## src/rtl/pc_gen.sv

```systemverilog
// pc_gen: program-counter generator for the fetch stage.
// Presents o_pc over a valid/ready handshake, advances by INC on each accepted
// fetch, applies trap > branch > pending redirect priority, buffers one redirect
// that arrives while a fetch is stalled, and supports halt/resume.
// Build option PC_MISALIGN_CHK_EN: misaligned branch targets are dropped and
// reported on o_misalign/o_misalign_pc instead of being silently aligned.
module pc_gen #(
  parameter int unsigned     XLEN       = 32,
  parameter logic [XLEN-1:0] RESET_ADDR = {XLEN{1'b0}},
  parameter int unsigned     INC        = 4,
  parameter int unsigned     ALIGN_BITS = 2
) (
  input  logic            i_clk,
  input  logic            i_rst_n,
  input  logic            i_fetch_ready,
  output logic            o_fetch_valid,
  output logic [XLEN-1:0] o_pc,
  input  logic            i_trap_valid,
  input  logic [XLEN-1:0] i_trap_pc,
  input  logic            i_br_valid,
  input  logic [XLEN-1:0] i_br_pc,
  input  logic            i_halt,
  output logic            o_halted,
  output logic            o_misalign,
  output logic [XLEN-1:0] o_misalign_pc
);

  typedef enum logic [1:0] {
    ST_BOOT = 2'd0,
    ST_RUN  = 2'd1,
    ST_HALT = 2'd2
  } state_e;

  localparam logic [XLEN-1:0] ALIGN_MASK = {{(XLEN-ALIGN_BITS){1'b1}}, {ALIGN_BITS{1'b0}}};
  localparam logic [XLEN-1:0] INC_W      = XLEN'(INC);

  state_e            state_r;
  logic              valid_r;
  logic              halted_r;
  logic [XLEN-1:0]   pc_r;
  logic              pend_v_r;
  logic [XLEN-1:0]   pend_pc_r;
  logic              pend_trap_r;

  logic              fire_s;
  logic              stall_s;
  logic [XLEN-1:0]   trap_tgt_s;
  logic              br_take_s;
  logic [XLEN-1:0]   br_tgt_s;
  logic [XLEN-1:0]   pc_nxt_s;
  logic              pend_v_nxt_s;
  logic [XLEN-1:0]   pend_pc_nxt_s;
  logic              pend_trap_nxt_s;

  assign fire_s     = valid_r & i_fetch_ready;
  assign stall_s    = valid_r & ~i_fetch_ready;
  assign trap_tgt_s = i_trap_pc & ALIGN_MASK;

`ifdef PC_MISALIGN_CHK_EN
  logic            br_misal_s;
  logic            misalign_r;
  logic [XLEN-1:0] misalign_pc_r;

  assign br_misal_s = |(i_br_pc & ~ALIGN_MASK);
  assign br_take_s  = i_br_valid & ~br_misal_s;
  assign br_tgt_s   = i_br_pc;

  // One-cycle report of a dropped misaligned branch target
  always_ff @(posedge i_clk or negedge i_rst_n) begin
    if (!i_rst_n) begin
      misalign_r    <= 1'b0;
      misalign_pc_r <= {XLEN{1'b0}};
    end else begin
      misalign_r    <= i_br_valid & br_misal_s;
      misalign_pc_r <= (i_br_valid & br_misal_s) ? i_br_pc : {XLEN{1'b0}};
    end
  end

  assign o_misalign    = misalign_r;
  assign o_misalign_pc = misalign_pc_r;
`else
  assign br_take_s     = i_br_valid;
  assign br_tgt_s      = i_br_pc & ALIGN_MASK;
  assign o_misalign    = 1'b0;
  assign o_misalign_pc = {XLEN{1'b0}};
`endif

  // Next-PC selection and pending-redirect capture; o_pc is frozen while stalled
  always_comb begin
    pc_nxt_s        = pc_r;
    pend_v_nxt_s    = 1'b0;
    pend_pc_nxt_s   = pend_pc_r;
    pend_trap_nxt_s = pend_trap_r;
    if (stall_s) begin
      pend_v_nxt_s = pend_v_r;
      if (i_trap_valid) begin
        // A trap always replaces whatever is pending
        pend_v_nxt_s    = 1'b1;
        pend_pc_nxt_s   = trap_tgt_s;
        pend_trap_nxt_s = 1'b1;
      end else if (br_take_s && !(pend_v_r && pend_trap_r)) begin
        // A branch may replace a pending branch but never a pending trap
        pend_v_nxt_s    = 1'b1;
        pend_pc_nxt_s   = br_tgt_s;
        pend_trap_nxt_s = 1'b0;
      end else begin
        pend_v_nxt_s = pend_v_r;
      end
    end else begin
      // Not stalled: either fire in RUN or no handshake outstanding (BOOT/HALT)
      if (i_trap_valid) begin
        pc_nxt_s = trap_tgt_s;
      end else if (br_take_s) begin
        pc_nxt_s = br_tgt_s;
      end else if (pend_v_r) begin
        pc_nxt_s = pend_pc_r;
      end else if (fire_s) begin
        pc_nxt_s = pc_r + INC_W;
      end else begin
        pc_nxt_s = pc_r;
      end
    end
  end

  // PC and pending-slot registers
  always_ff @(posedge i_clk or negedge i_rst_n) begin
    if (!i_rst_n) begin
      pc_r        <= RESET_ADDR;
      pend_v_r    <= 1'b0;
      pend_pc_r   <= {XLEN{1'b0}};
      pend_trap_r <= 1'b0;
    end else begin
      pc_r        <= pc_nxt_s;
      pend_v_r    <= pend_v_nxt_s;
      pend_pc_r   <= pend_pc_nxt_s;
      pend_trap_r <= pend_trap_nxt_s;
    end
  end

  // Fetch-control FSM; valid and halted are registered alongside the state
  always_ff @(posedge i_clk or negedge i_rst_n) begin
    if (!i_rst_n) begin
      state_r  <= ST_BOOT;
      valid_r  <= 1'b0;
      halted_r <= 1'b0;
    end else begin
      case (state_r)
        ST_BOOT, ST_HALT: begin
          if (i_halt) begin
            state_r  <= ST_HALT;
            valid_r  <= 1'b0;
            halted_r <= 1'b1;
          end else begin
            state_r  <= ST_RUN;
            valid_r  <= 1'b1;
            halted_r <= 1'b0;
          end
        end
        ST_RUN: begin
          // A stalled request must complete before halting
          if (i_halt && !stall_s) begin
            state_r  <= ST_HALT;
            valid_r  <= 1'b0;
            halted_r <= 1'b1;
          end else begin
            state_r  <= ST_RUN;
            valid_r  <= 1'b1;
            halted_r <= 1'b0;
          end
        end
        default: begin
          state_r  <= ST_BOOT;
          valid_r  <= 1'b0;
          halted_r <= 1'b0;
        end
      endcase
    end
  end

  assign o_fetch_valid = valid_r;
  assign o_pc          = pc_r;
  assign o_halted      = halted_r;

endmodule

```

## config.mk

```make
export PLATFORM = sky130hd
export DESIGN_NAME = pc_gen
export DESIGN_NICKNAME = d
export VERILOG_FILES = /design/src/rtl/pc_gen.sv
export SDC_FILE = /design/constraint.sdc
export NUM_CORES = 1
export LEC_CHECK = 0
export BUFFER_PORTS_ARGS = -buffer_cell sky130_fd_sc_hd__buf_2
export CAP_MARGIN = 20
export CELL_PAD_IN_SITES_DETAIL_PLACEMENT = 0
export CELL_PAD_IN_SITES_GLOBAL_PLACEMENT = 1
export CORE_MARGIN = 3
export CORE_UTILIZATION = 38
export CTS_CLUSTER_DIAMETER = 30
export DETAILED_ROUTE_END_ITERATION = 10
export GPL_ROUTABILITY_DRIVEN = 1
export PLACE_DENSITY_LB_ADDON = 0.1
export RECOVER_POWER = 25
export SETUP_SLACK_MARGIN = 0.15
export SKIP_LAST_GASP = 1
export SYNTH_ARGS = -nofsm -noshare
export SYNTH_HDL_FRONTEND = slang
export SYNTH_SLANG_ARGS = --single-unit
```

## constraint.sdc

```tcl
create_clock -name i_clk -period 1.9 [get_ports i_clk]
set_input_delay 0.095 -clock i_clk [delete_from_list [all_inputs] [get_ports i_clk]]
set_output_delay 0.095 -clock i_clk [all_outputs]
set_load 0.02 [all_outputs]
```

==> impl_results.md, run 1 <==
- Status: completed
- Initial DRC Count: between 200 and 250
- Ranking of synthesized cells by area: dfrtp_1, o21ai_0, mux2i_1, buf_4, nand2_1
- Die Y-Extent: approximately 110 um
- Cells after Synth: roughly 520
- Compound-gate portion of the synthesized area: approximately a quarter
- Clock Skew: 0.007551 ns
- Multi-input logic area: 2576 um2
- Tcrit/Tclk final: between 90% and 100%
- Post-Route Utilization: between 50% and 60%
- DR pass1 iterations: 4
- CP max stage delay: approximately 0.44 ns
- Largest net degree at the start of global routing: 78
- Worst min-delay path category: in -> reg
- CP Buf/Inv Count: 0
- GRT met3 Usage: under 10%
- Crit path cell chain: ha_4, nand4_1, nor2_4, and3_4, nand4_1, o221a_1
- Final hold slack: 0.05730 ns
- Worst skew pair latency: ~0.33 ns
- Post-DP Area: between 5000 and 6000 um2
- Site Rows: 38
- Layout cells sized above 1: ~31%
- Initial antenna violation count: 0
- DRC: 0
- Initial Util: between 30% and 40%
- Vias: roughly 4.4k
- Worst Path Required: 2.12 ns
- Synth warn: 0
- Htree depth: 3
- Drt wl/cell: ~18 um
- Post-synth ARST share: 100.0%
- Routed wire length: around 14 mm
- Largest family of logic cells by synthesized area: compound AO/OA/AOI/OAI gates
- DR vias/cell: approximately 5.6
- Post-route cell area: roughly 5600 um2
- Post-synth EDFFs: 0
- Clk slew on worst S/H paths: approximately 0.050 ns
- Slowest-stage cell, CP: dfrtp_2
- Yosys top cell area share: a little under two fifths
- Final setup viols: 0
- PortBufs: a little under 100
- Post-synthesis simple-gate area fraction: between 10% and 20%
- Gr ovfl total: 0
- Met1 GRT Util: 31.03%
- Fin worst setup slack: about 0.18 ns
- Post-synthesis sequential area ratio: between 30% and 40%
- Synthesized flop and latch total: 64
- IO Pins: 137
- Final #Nets: slightly above 700
- Final GP Congestion: 0.8101
- Max clock buf depth: 2
- R2R depth: 6
- Critical Path Most Common Cell: nand4_1
- Prevailing post-synth register cell: dfrtp_1
- Clock buffer count from CTS: 9
- Root buffer cell: clkbuf_16
- Met2 Track Usage GR: ~35%
- Antenna diode count: 0
- Fill count: 1,084
- Mapped cell area: roughly 4400 um2
- First-pass GRT wire length: about 23 mm
- Most Used Layer, Global Route: met2
- Setup WS pre-CTS: 0.05677 ns
- GR Util All Layers: approximately 22%
- Hold Vio Cnt, Final: 0
- Multiplexer share of the synthesized area: under 10%
- Data arrival, critical path: between 1.5 and 2 ns
- Slew margin rel.: 36.47%
- Final min period: 1.718 ns
- Worst Hold Depth: 3
- CTS tree: yes
- Post-route ant nets: 0
- Dpl hpwl: around 10 mm
- Number of global-route vias before repair: roughly 4.3k
- RSZ-0062 raised after global routing: yes
- Xor/xnor cell area share of the yosys netlist: less than 1%
- Avg Inst Size Synth: roughly 8.4 um2
- Area grow syn2layout: 28.73%
- Die Area: around 13,000 um2
- Slew Limit Fails: 0
- Clock Sinks: 64
- Die W: approximately 110 um
- Post-synth cell types: just over 60
- Crit path depth: 6
- Max-cap violations: 0
- Core footprint: roughly 11,000 um2
- CP Max Fanout: 5
- Fmax: 582.1 MHz
- CP Capture Type: flip-flop
- Power Density: 915.6 nW/um2
- Leak: between 0.002 and 0.003 uW
- Adder-cell share of the synthesized area: less than 1%
- CP Class: reg -> reg
- Startpoint Class: flip-flop
- Setup TNS: 0 ns
- Top Family by Delay on Critical Path: simple AND/OR/NAND/NOR gates
- Worst vdd ir: about 0.56 mV
- Register area: between 1500 and 2000 um2
- Worst-Margin Slew: 0.9529 ns
- Cell taking the most area after synthesis: dfrtp_1
==> cells by family after synthesis <==
group                      count (synthesis)
and+or+nand+nor                          155
xor gates and xnor gates                   4
DFF                                       64
AOI/OAI and AO/OA                        183
other                                      1
muxes                                     33
buffers and inverters                     78
adders and majority gates                  1
==> through the flow <==
stage | std cells | total power, uW
after global placement | 764 | 3488
after floorplan | 553 | 2912
final | 789 | 5144
after detailed placement | 764 | 3524
after CTS | 783 | 5112
after global routing | 789 | 5438
==> cell usage after synthesis (2+ instances only) <==
library cell and instances:
nand2_1 67, o21ai_0 67, dfrtp_1 64, buf_4 37, mux2i_1 33, a21oi_1 31
nor2_1 23, clkbuf_1 20, nand3_1 18, buf_2 13, a31oi_1 12, a221oi_1 10
a22oi_1 10, o22ai_1 10, nand4_1 9, nor3_1 8, a22o_1 6, nor4_1 6
and3_1 5, inv_1 5, a211oi_1 4, nor2b_1 4, o211ai_1 4, nand2b_1 3
o32a_1 3, a221o_1 2, a311oi_1 2, a41oi_1 2, clkbuf_8 2, nor2_2 2
o21a_1 2, o221a_2 2, o221ai_1 2, o31ai_1 2, xnor2_1 2, xor2_1 2
==> path summary, 6_finish.rpt <==
| path | startpoint | slack, ns | to |
|---|---|---|---|
| max in group asynchronous | i_rst_n | 0.66 | o_pc[2] |
| max reg2reg | o_pc[3] | 0.18 | o_pc[28] |
| max | o_pc[3] | 0.18 | o_pc[28] |
| min | i_fetch_ready | 0.06 | o_halted |
| min in group asynchronous | i_rst_n | 0.56 | o_pc[11] |
| min reg2reg | pend_pc_r[30] | 0.48 | pend_pc_r[30] |
==> layout make-up <==
| type | instances | share of cell area [%] |
|---|---|---|
| Sequential cell | 64 | 28.71 |
| Timing Repair Buffer | 154 | 17.19 |
| Inverter | 5 | 0.3341 |
| Tap cell | 140 | 3.118 |
| Clock buffer | 14 | 4.699 |
| Clock inverter | 1 | 0.08909 |
| Multi-Input combinational cell | 411 | 45.86 |
==> cells in the final DEF (no fill, tap or decap), types with 8 or more instances in the layout <==
cell type / instances
a21oi_1: 30
a221oi_1: 8
a22oi_1: 10
a31oi_1: 12
buf_2: 96
buf_4: 50
clkbuf_16: 9
conb_1: 35
dfrtp_1: 55
dfrtp_2: 9
mux2i_1: 33
nand2_1: 65
nand3_1: 16
nand4_1: 9
nor2_1: 23
o21ai_0: 63
o22ai_1: 10
==> report_power, final <==
group | internal [uW] | leakage [uW] | total, uW | switching, uW
combinational | 671 | 0.00166 | 1660 | 992
clock | 946 | 0.000133 | 1540 | 593
sequential | 1670 | 0.000775 | 1940 | 269
total | 3290 | 0.00257 | 5140 | 1850
==> worst register-to-register path, stage by stage, from the launching register on <==
cell and delay (ns):
dfrtp_2 0.44, ha_4 0.16, nand4_1 0.22, nor2_4 0.19, and3_4 0.24, nand4_1 0.10, o221a_1 0.25
==> sequential cells by signal, indices dropped and copies added (netlist names) <==
signal,flops
pend_trap_r,1
pend_pc_r,30
o_pc,30
o_halted,1
pend_v_r,1
state_r,1
==> per-layer routing <==
metal | vias up | wire length, um | share of wire, %
li1 | 2118 | - | -
met1 | 2145 | 6659 | 47
met2 | 143 | 6653 | 46
met3 | 14 | 826 | 5.8
met4 | 0 | 177 | 1.2
met5 | - | 0 | 0
==> what timing repair did <==
action,4_1_cts,5_1_grt
hold buffers,2,0
pin swaps,0,3
endpoints found under the hold margin,65,0
gates resized for setup,10,24
gates cloned,0,0
buffers inserted,2,6
setup endpoints to repair,14,19
Note: power is estimated with default switching activity, not from simulation.
==> run 2, diff against run 1 <==
RECOVER_POWER = unset   (was 25)
==> run 2 against run 1 <==
  * First-iteration DRC count increased by 4.9%
  * Clock power hardly changed
  * Routed wire length hardly changed
  * Maximum frequency rose by 0.16%
  * Sequential cell count unchanged
  * Non-clock buffer count unchanged
==> impl_results.md, run 2 (synthesis gave the netlist of run 1 again) <==
- Status: completed
- Worst skew pair latency: between 0.3 and 0.4 ns
- Most common cell after layout, fill and taps aside: buf_2
- Routed wire length: between 10 and 15 mm
- Max clock buf depth: 2
- Antenna diode count: 0
- CTS tree: yes
- Worst Path Required: around 2.1 ns
- Area grow syn2layout: 29.01%
- Clock Skew: ~0.0076 ns
- Crit path cell chain: ha_4, nand4_1, nor2_4, and3_4, nand4_1, o221a_1
- Dpl hpwl: 10.16 mm
- Register area: roughly 1600 um2
- Multi-input logic area: about 2600 um2
- Slowest-stage cell, CP: dfrtp_2
- Post-DP Area: roughly 5100 um2
- Fill count: between 1k and 1.5k
- Worst vdd ir: about 0.56 mV
- Core footprint: between 10,000 and 15,000 um2
- Worst-Margin Slew: approximately 0.69 ns
- Clk slew on worst S/H paths: about 0.050 ns
- Gr ovfl total: 0
- PortBufs: 97
- Worst min-delay path category: in -> reg
- Final setup viols: 0
- RSZ-0062 raised after global routing: yes
- Die Y-Extent: about 110 um
- CP Class: reg -> reg
- Startpoint Class: flip-flop
- Hold Vio Cnt, Final: 0
- Fin worst setup slack: 0.1848 ns
- Setup WS pre-CTS: 0.05677 ns
- Post-Route Utilization: 51.04%
- Slew margin rel.: between 50% and 60%
- Htree depth: 3
- Final GP Congestion: 0.8101
- Final #Nets: about 700
- Largest net degree at the start of global routing: 78
- GR Util All Layers: between 20 and 25%
- Power Density: 914.4 nW/um2
- Final min period: 1.715 ns
- CP Capture Type: flip-flop
- Initial Util: about two fifths
- Number of global-route vias before repair: between 4k and 5k
- CP Max Fanout: 5
- Post-route ant nets: 0
- Leak: 0.002574 uW
- Most frequent cells in the layout: buf_2, nand2_1, o21ai_0
- Die W: 113.2 um
- Initial antenna violation count: 0
- Site Rows: 38
- Initial DRC Count: between 200 and 300
- CP max stage delay: 0.44 ns
- Layout cells sized above 1: a little under a third
- Setup TNS: 0 ns
- Root buffer cell: clkbuf_16
- DRC: 0
- Data arrival, critical path: 1.93 ns
- Fmax: 583.0 MHz
- DR vias/cell: roughly 5.6
- Tcrit/Tclk final: about nine tenths
- Clock buffer count from CTS: 9
- DR pass1 iterations: 4
- First-pass GRT wire length: around 23 mm
- Clock Sinks: 64
- Critical Path Most Common Cell: nand4_1
- Vias: 4,431
- Drt wl/cell: ~18 um
- IO Pins: ~140
- Slew Limit Fails: 0
- Die Area: around 13,000 um2
- Max-cap violations: 0
- Post-route cell area: 5630 um2
## run 2: repair_timing
action | 4_1_cts | 5_1_grt
resized for setup | 10 | 24
hold endpoints to repair | 65 | 0
cloned | 0 | 0
hold buffers | 2 | 0
pin swaps | 0 | 3
endpoints found under the setup margin | 14 | 19
setup buffers | 2 | 6
## run 2: per-layer routing
metal  share of wire (%)  vias up  global-route usage (%)
li1                    -     2121                       -
met1                  46     2137                   31.03
met2                  46      157                   34.60
met3                 6.6       16                   4.920
met4                 1.3        0                   6.490
met5                   0        -                       0
## run 2: final timing paths
path | to | depth (start not counted) | slack, ns | from
min in group asynchronous | pend_pc_r[11] | 3 | 0.32 | i_rst_n
worst max-delay path | o_pc[28] | 6 | 0.18 | o_pc[3]
worst min-delay path | o_pc[4] | 3 | 0.05 | i_trap_pc[4]
worst max register to register | o_pc[28] | 6 | 0.18 | o_pc[3]
max in group asynchronous | o_pc[2] | 3 | 1.25 | i_rst_n
worst min register to register | pend_pc_r[30] | 2 | 0.48 | pend_pc_r[30]
## run 2: stage by stage
stage               instances  hold WS [ns]  total power (uW)
global placement          764        0.1587              3488
finish                    789       0.04751              5149
floorplan                 553       -0.2006              2912
CTS                       783       0.04042              5112
detailed placement        764        0.1498              3524
global route              789       0.07049              5442
## run 2: report_power, final
part / internal, uW / switching [uW] / total (uW)
logic: 675 / 994 / 1670
clock network: 946 / 592 / 1540
registers: 1670 / 269 / 1940
total: 3290 / 1860 / 5150
## run 2: layout make-up
class | count | area share (%)
tap | 140 | 3.111
sequential | 64 | 28.64
timing repair buffer | 154 | 17.38
clock buffer | 14 | 4.689
clock inverter | 1 | 0.08889
inverter | 5 | 0.3333
multi-input combinational | 411 | 45.76
## run 2: worst max-delay path, delay by kind of cell (launching register included)
family,cells,cell delay [ns]
flops,1,0.44
simple gates,4,0.75
compound gates,1,0.25
fa+ha+maj,1,0.16
